==> src/rtl/key_debounce_array_if.sv <==
// Raw button levels in, conditioned level and event pulses out.
// The master side drives the keys; the slave side is the conditioner.
interface key_debounce_array_if #(
    parameter int unsigned N_KEYS = 4
);
    logic [N_KEYS-1:0] key_in;
    logic [N_KEYS-1:0] key_level;
    logic [N_KEYS-1:0] key_press;
    logic [N_KEYS-1:0] key_release;
    logic [N_KEYS-1:0] key_long;
    logic [N_KEYS-1:0] key_repeat;

    modport master (
        output key_in,
        input  key_level, key_press, key_release, key_long, key_repeat
    );

    modport slave (
        input  key_in,
        output key_level, key_press, key_release, key_long, key_repeat
    );
endinterface

==> src/rtl/key_debounce_array.sv <==
// Multi-channel push-button conditioner: synchroniser, debounce filter,
// press/release events, long-press detection and auto-repeat on a shared 1 ms tick.
module key_debounce_array #(
    parameter int unsigned CLK_FREQ    = 50_000_000,
    parameter int unsigned N_KEYS      = 4,
    parameter int unsigned DEBOUNCE_MS = 20,
    parameter int unsigned LONG_MS     = 1000,
    parameter int unsigned REPEAT_MS   = 200,
    parameter bit          ACTIVE_LOW  = 1'b0
) (
    input logic                 clk,
    input logic                 rst_n,
    key_debounce_array_if.slave kb
);
    localparam int unsigned PRESC = (CLK_FREQ / 1000 > 0) ? CLK_FREQ / 1000 : 1;
    localparam int unsigned PW    = (PRESC > 1) ? $clog2(PRESC) : 1;
    localparam int unsigned DW    = $clog2(DEBOUNCE_MS + 1);
    localparam int unsigned HW    = $clog2(LONG_MS + 1);
    localparam int unsigned RW    = (REPEAT_MS > 0) ? $clog2(REPEAT_MS + 1) : 1;

    localparam logic [PW-1:0] PRESC_LAST = PW'(PRESC - 1);
    localparam logic [DW-1:0] DB_LAST    = DW'(DEBOUNCE_MS - 1);
    localparam logic [HW-1:0] LONG_LAST  = HW'(LONG_MS - 1);
    localparam logic [RW-1:0] REP_LAST   = RW'((REPEAT_MS > 0) ? REPEAT_MS - 1 : 0);
    localparam logic [N_KEYS-1:0] REL_LVL = ACTIVE_LOW ? '1 : '0;

    localparam logic [1:0] ST_IDLE = 2'd0;
    localparam logic [1:0] ST_HELD = 2'd1;
    localparam logic [1:0] ST_LONG = 2'd2;

    logic [PW-1:0]     presc_cnt;
    logic              tick;
    logic [N_KEYS-1:0] sync1, sync2, lvl;
    logic [N_KEYS-1:0] level, acc_press, acc_rel;
    logic [N_KEYS-1:0] press_q, release_q, long_q, repeat_q;
    logic [DW-1:0]     db_cnt   [N_KEYS];
    logic [HW-1:0]     hold_cnt [N_KEYS];
    logic [RW-1:0]     rep_cnt  [N_KEYS];
    logic [1:0]        state    [N_KEYS];

    assign tick = (presc_cnt == PRESC_LAST);

    always_ff @(posedge clk) begin
        if (!rst_n) begin
            presc_cnt <= '0;
        end else if (tick) begin
            presc_cnt <= '0;
        end else begin
            presc_cnt <= presc_cnt + PW'(1);
        end
    end

    // Synchroniser resets to the released level so reset never looks like a press.
    always_ff @(posedge clk) begin
        if (!rst_n) begin
            sync1 <= REL_LVL;
            sync2 <= REL_LVL;
        end else begin
            sync1 <= kb.key_in;
            sync2 <= sync1;
        end
    end

    assign lvl = sync2 ^ REL_LVL;

    always_comb begin
        acc_press = '0;
        acc_rel   = '0;
        for (int unsigned i = 0; i < N_KEYS; i++) begin
            if (tick && (lvl[i] != level[i]) && (db_cnt[i] == DB_LAST)) begin
                acc_press[i] = lvl[i];
                acc_rel[i]   = ~lvl[i];
            end
        end
    end

    always_ff @(posedge clk) begin
        if (!rst_n) begin
            level     <= '0;
            press_q   <= '0;
            release_q <= '0;
            long_q    <= '0;
            repeat_q  <= '0;
            for (int unsigned i = 0; i < N_KEYS; i++) begin
                db_cnt[i]   <= '0;
                hold_cnt[i] <= '0;
                rep_cnt[i]  <= '0;
                state[i]    <= ST_IDLE;
            end
        end else begin
            press_q   <= acc_press;
            release_q <= acc_rel;
            long_q    <= '0;
            repeat_q  <= '0;
            for (int unsigned i = 0; i < N_KEYS; i++) begin
                if (lvl[i] == level[i]) begin
                    db_cnt[i] <= '0;
                end else if (tick) begin
                    if (db_cnt[i] == DB_LAST) begin
                        level[i]  <= lvl[i];
                        db_cnt[i] <= '0;
                    end else begin
                        db_cnt[i] <= db_cnt[i] + DW'(1);
                    end
                end

                // A release accepted on a threshold tick takes priority over long/repeat.
                case (state[i])
                    ST_IDLE: begin
                        if (acc_press[i]) begin
                            hold_cnt[i] <= '0;
                            state[i]    <= ST_HELD;
                        end
                    end
                    ST_HELD: begin
                        if (acc_rel[i]) begin
                            state[i] <= ST_IDLE;
                        end else if (tick) begin
                            hold_cnt[i] <= hold_cnt[i] + HW'(1);
                            if (hold_cnt[i] == LONG_LAST) begin
                                long_q[i]  <= 1'b1;
                                rep_cnt[i] <= '0;
                                state[i]   <= ST_LONG;
                            end
                        end
                    end
                    ST_LONG: begin
                        if (acc_rel[i]) begin
                            state[i] <= ST_IDLE;
                        end else if ((REPEAT_MS > 0) && tick) begin
                            if (rep_cnt[i] == REP_LAST) begin
                                repeat_q[i] <= 1'b1;
                                rep_cnt[i]  <= '0;
                            end else begin
                                rep_cnt[i] <= rep_cnt[i] + RW'(1);
                            end
                        end
                    end
                    default: state[i] <= ST_IDLE;
                endcase
            end
        end
    end

    assign kb.key_level   = level;
    assign kb.key_press   = press_q;
    assign kb.key_release = release_q;
    assign kb.key_long    = long_q;
    assign kb.key_repeat  = repeat_q;
endmodule

==> src/flat_wrapper.sv <==
// flat-port wrapper written by rule: the top's interface ports become plain ports
module key_debounce_array_flat 
#(
    parameter int unsigned CLK_FREQ    = 50_000_000,
    parameter int unsigned N_KEYS      = 4,
    parameter int unsigned DEBOUNCE_MS = 20,
    parameter int unsigned LONG_MS     = 1000,
    parameter int unsigned REPEAT_MS   = 200,
    parameter bit          ACTIVE_LOW  = 1'b0
)
  (clk, rst_n, kb_key_in, kb_key_level, kb_key_press, kb_key_release, kb_key_long, kb_key_repeat);
  key_debounce_array_if #(.N_KEYS(N_KEYS)) kb_i ();
  input logic clk;
  input logic rst_n;
  input wire logic [$bits(kb_i.key_in)-1:0] kb_key_in;
  output wire logic [$bits(kb_i.key_level)-1:0] kb_key_level;
  output wire logic [$bits(kb_i.key_press)-1:0] kb_key_press;
  output wire logic [$bits(kb_i.key_release)-1:0] kb_key_release;
  output wire logic [$bits(kb_i.key_long)-1:0] kb_key_long;
  output wire logic [$bits(kb_i.key_repeat)-1:0] kb_key_repeat;
  assign kb_i.key_in = kb_key_in;
  assign kb_key_level = kb_i.key_level;
  assign kb_key_press = kb_i.key_press;
  assign kb_key_release = kb_i.key_release;
  assign kb_key_long = kb_i.key_long;
  assign kb_key_repeat = kb_i.key_repeat;
  key_debounce_array #(.CLK_FREQ(CLK_FREQ), .N_KEYS(N_KEYS), .DEBOUNCE_MS(DEBOUNCE_MS), .LONG_MS(LONG_MS), .REPEAT_MS(REPEAT_MS), .ACTIVE_LOW(ACTIVE_LOW)) u_core (.clk(clk), .rst_n(rst_n), .kb(kb_i));
endmodule
==> config.mk <==
export PLATFORM = sky130hd
export DESIGN_NAME = key_debounce_array_flat
export DESIGN_NICKNAME = d
export VERILOG_FILES = /design/src/rtl/key_debounce_array_if.sv /design/src/rtl/key_debounce_array.sv /design/src/flat_wrapper.sv
export SDC_FILE = /design/constraint.sdc
export NUM_CORES = 1
export LEC_CHECK = 0
export ABC_AREA = 1
export BUFFER_PORTS_ARGS = -buffer_cell sky130_fd_sc_hd__clkbuf_2
export CORE_MARGIN = 2
export CORE_UTILIZATION = 40
export CTS_BUF_LIST = sky130_fd_sc_hd__clkbuf_8
export DETAILED_ROUTE_END_ITERATION = 6
export PLACE_DENSITY = 0.6
export RECOVER_POWER = 25
export SYNTH_ARGS = -nofsm -noshare
export SYNTH_HDL_FRONTEND = slang
export SYNTH_SLANG_ARGS = --single-unit
==> constraint.sdc <==
create_clock -name clk -period 5.3 [get_ports clk]
set_input_delay 0.265 -clock clk [delete_from_list [all_inputs] [get_ports clk]]
set_output_delay 0.265 -clock clk [all_outputs]
set_load 0.05 [all_outputs]
==> qor.txt <==
=====================================================================================================
Full die area ..........................................................................   0.0189 mm2
Port buffer count ......................................................................           25
Synth async-reset ratio ................................................................           0%
Area of the multi-input gates ..........................................................  0.00274 mm2
Xor/xnor share of the synthesized area .................................................        6.27%
Total core area ........................................................................   0.0174 mm2
Syn_nets ...............................................................................          798
Internal Dissipation ...................................................................      1930 uW
Remaining routing DRC violations .......................................................            0
Worst hold-check path type ............................................................. input port to flip-flop
Max-capacitance violation count ........................................................            0
Pwr Density ............................................................................   304 mW/mm2
Max-Slew Margin vs Limit ...............................................................        3.16%
Total Routing Usage GR .................................................................        14.4%
Path type of the worst setup path ...................................................... input port to flip-flop
Clock transition at the registers of the reported paths ................................      0.08 ns
Buffer count from post-CTS setup fixing ................................................            0
Fillcell total .........................................................................         1657
Worst setup EP type ....................................................................    flip-flop
Multiplexer share of the synthesized area ..............................................           0%
RePlAce Congestion .....................................................................        0.799
Fraction of the cycle the final worst path needs .......................................        67.2%
Nets ...................................................................................          833
Combinational family with the most area after synthesis ................................ simple AND/OR/NAND/NOR gates
Synth Area in Simple Gates .............................................................        27.2%
DRT Pass-1 Iters .......................................................................            4
Compound-cell area share of the yosys netlist ..........................................        3.35%
DP HPWL ................................................................................      8900 um
Post-detailed-route via-to-cell ratio ..................................................         4.80
Sequential share of the synthesized area ...............................................        54.5%
Cell Rows ..............................................................................           48
Number of enable-type register cells in the synthesized netlist ........................          100
Die Ht .................................................................................       138 um
TritonCTS clock tree ...................................................................         done
Post-layout worst setup margin .........................................................      1.74 ns
Wire length per cell after detailed routing ............................................      11.9 um
Worst slack, placed ....................................................................      2.29 ns
Growth of design area from synthesis to finish .........................................        11.1%
Peak VDD IR ............................................................................       157 uV
DRT iter0 DRCs .........................................................................          303
Drt total wl ...........................................................................     12600 um
Worst-case clock skew ..................................................................    0.0124 ns
Largest net degree at the start of global routing ......................................           33
Number of distinct library cell variants in the gate-level netlist after synthesis .....           38
Worst skew pair latency ................................................................      0.45 ns
Global route total overflow ............................................................            0
Share of total power in the clock network ..............................................        44.9%
Number of clock buffers inserted by TritonCTS ..........................................           17
Number of cells produced by synthesis ..................................................          779
Number of placed I/O pins ..............................................................           26
Post-CTS resize count ..................................................................            0
Starting density of the core ...........................................................        41.1%
Number of clock sinks seen by CTS ......................................................          144
Proportion of power drawn by flip-flops and latches ....................................        52.0%
Detailed-route via count ...............................................................         5047
Number of global-route vias before repair ..............................................         4631
Storage element area ...................................................................  0.00388 mm2
Aggregate negative setup slack .........................................................         0 ns
Synthesized area .......................................................................  0.00713 mm2
Final ANT Viol Nets ....................................................................            0
Max-slew violation count ...............................................................            0
Share of layout cells above drive strength 1 ...........................................        8.71%
Final setup violation count ............................................................            0
Combinational share of power ...........................................................         3.0%
Warnings, synthesis ....................................................................            0
CP Launch Type .........................................................................   input port
Maximum number of buffers from clock root to sink ......................................            2
Total of hold buffers inserted after clock tree synthesis ..............................            1
Worst-path maximum fanout ..............................................................           32
Mapped Avg Cell Area ...................................................................     9.15 um2
Global-route wire length before repair .................................................     21200 um
Antenna fix cells ......................................................................            0
Initial antenna violation count ........................................................            0
Synth Register Bits ....................................................................          144
Die extent in x ........................................................................       138 um
Switching power summed over all nets ...................................................       482 uW
Unrepaired setup endpoints after global routing ........................................           no
Switching Share ........................................................................        20.0%
Root buffer selected by CTS ............................................................ sky130_fd_sc_hd__clkbuf_8
Run status .............................................................................    completed
Critical Path AT .......................................................................      3.63 ns
Leakage power of the design ............................................................   0.00306 uW
Post-synthesis share of cell area spent on full adders, half adders and majority gates .        2.28%
Max frequency ..........................................................................      281 MHz
Main synth FF type ..................................................................... sky130_fd_sc_hd__edfxtp_1
Period minus WS final ..................................................................      3.56 ns
Worst endpoint required time ...........................................................      5.37 ns
Slew at the pin closest to its max-slew limit ..........................................      1.45 ns
Depth of the CTS H-tree ................................................................            4
Hold violation total from the final report .............................................            0
=====================================================================================================
-- metal layers --
layer | global-route usage, % | routed length (um)
met3 | 3.27 | 420
met1 | 19.4 | 6240
met4 | 6.53 | 199
met5 | 0 | 0
met2 | 22.2 | 5710
-- state kept, by name, indices dropped and copies added, names as in the netlist --
name and flops:
u_core.sync1 4, u_core.lvl 4, u_core.presc_cnt 16, u_core.kb.key_long 4, u_core.state 8, u_core.rep_cnt 32, u_core.kb.key_press 4, u_core.hold_cnt 40
u_core.kb.key_level 4, u_core.kb.key_repeat 4, u_core.kb.key_release 4, u_core.db_cnt 20
-- Yosys cell counts (4+ instances only) --
cell type / number / share of area (%)
sky130_fd_sc_hd__nor3_1: 34 / 2.4
sky130_fd_sc_hd__nand4_1: 20 / 1.8
sky130_fd_sc_hd__xnor2_1: 18 / 2.2
sky130_fd_sc_hd__xor2_1: 33 / 4.1
sky130_fd_sc_hd__or2_2: 4 / 0.35
sky130_fd_sc_hd__o21ai_0: 8 / 0.56
sky130_fd_sc_hd__nand3_1: 65 / 4.6
sky130_fd_sc_hd__ha_1: 13 / 2.3
sky130_fd_sc_hd__inv_1: 99 / 5.2
sky130_fd_sc_hd__nor4_1: 7 / 0.61
sky130_fd_sc_hd__inv_2: 8 / 0.42
sky130_fd_sc_hd__buf_2: 4 / 0.28
sky130_fd_sc_hd__nor2_4: 4 / 0.63
sky130_fd_sc_hd__nand2_1: 107 / 5.6
sky130_fd_sc_hd__nor3b_1: 5 / 0.53
sky130_fd_sc_hd__nor2_2: 8 / 0.70
sky130_fd_sc_hd__nand2_2: 5 / 0.44
sky130_fd_sc_hd__a21oi_1: 18 / 1.3
sky130_fd_sc_hd__nor2_1: 140 / 7.4
sky130_fd_sc_hd__edfxtp_1: 100 / 42
sky130_fd_sc_hd__nor3_2: 8 / 1.1
sky130_fd_sc_hd__dfxtp_1: 44 / 12
-- cell usage in the layout, fill, tap and decap left out, types with 4 or more instances in the layout --
cell	n
sky130_fd_sc_hd__nand2_1	107
sky130_fd_sc_hd__clkbuf_2	5
sky130_fd_sc_hd__dfxtp_1	44
sky130_fd_sc_hd__inv_1	101
sky130_fd_sc_hd__ha_1	13
sky130_fd_sc_hd__nand3_1	65
sky130_fd_sc_hd__nand4_1	20
sky130_fd_sc_hd__nor3b_1	5
sky130_fd_sc_hd__xnor2_1	18
sky130_fd_sc_hd__nand2_2	5
sky130_fd_sc_hd__or2_2	4
sky130_fd_sc_hd__nor2_1	147
sky130_fd_sc_hd__inv_2	8
sky130_fd_sc_hd__nor2_2	4
sky130_fd_sc_hd__bufinv_16	7
sky130_fd_sc_hd__nor3_1	35
sky130_fd_sc_hd__xor2_1	33
sky130_fd_sc_hd__clkbuf_8	19
sky130_fd_sc_hd__o21ai_0	8
sky130_fd_sc_hd__edfxtp_1	100
sky130_fd_sc_hd__nor4_1	7
sky130_fd_sc_hd__a21oi_1	18
sky130_fd_sc_hd__clkbuf_1	21
sky130_fd_sc_hd__nor3_2	7
-- metrics by stage --
stage / power (uW) / util, % / hold WS [ns] / cells / instance area [um2]
2_1_floorplan: 1330 / - / 0.363 / 779 / 7130
3_3_place_gp: 1350 / 43.1 / 0.393 / 1019 / 7490
3_5_place_dp: 1350 / 43.1 / 0.401 / 1019 / 7490
4_1_cts: 2440 / 46.1 / 0.0145 / 1052 / 8000
5_1_grt: 2500 / 45.6 / 0.0307 / 1052 / 7920
6_report: 2410 / 45.6 / 0.0522 / 1052 / 7920
-- final timing paths --
check	startpoint	to	slack, ns	depth (start not counted)
worst max-delay path	rst_n	u_core.rep_cnt[2][2]	1.74	6
worst min-delay path	kb_key_in[1]	u_core.sync1[1]	0.05	3
worst max register to register	u_core.presc_cnt[0]	u_core.rep_cnt[2][2]	1.74	9
worst min register to register	u_core.sync1[0]	u_core.lvl[0]	0.42	2
-- kinds of logic after synthesis --
family          after synthesis
fa+ha+maj                    13
simple gates                413
flops                       144
buf+inv                     118
compound gates               40
xor+xnor                     51
-- power by group through the flow --
stage	clock, uW	combinational, uW	sequential (uW)
after detailed placement	0	74.1	1280
after global routing	1160	86.3	1260
after CTS	1110	75.3	1250
after floorplan	0	58.5	1270
final	1080	73.3	1250
after global placement	0	73.9	1280
-- final cells by class --
class                      instances  area share, %
sequential                       144           49.0
clock buffer                      19           3.30
tap                              225           3.55
clock inverter                    13           3.03
timing repair buffer              27           1.44
inverter                         107           5.07
multi-input combinational        517           34.6
-- worst max-delay path: stages --
cell,delay (ns)
sky130_fd_sc_hd__clkbuf_2,0.07
sky130_fd_sc_hd__clkbuf_1,1.04
sky130_fd_sc_hd__inv_2,0.56
sky130_fd_sc_hd__nor3_1,0.38
sky130_fd_sc_hd__nand2_1,0.34
sky130_fd_sc_hd__o21ai_0,0.95
Note: power is estimated with default switching activity, not from simulation.
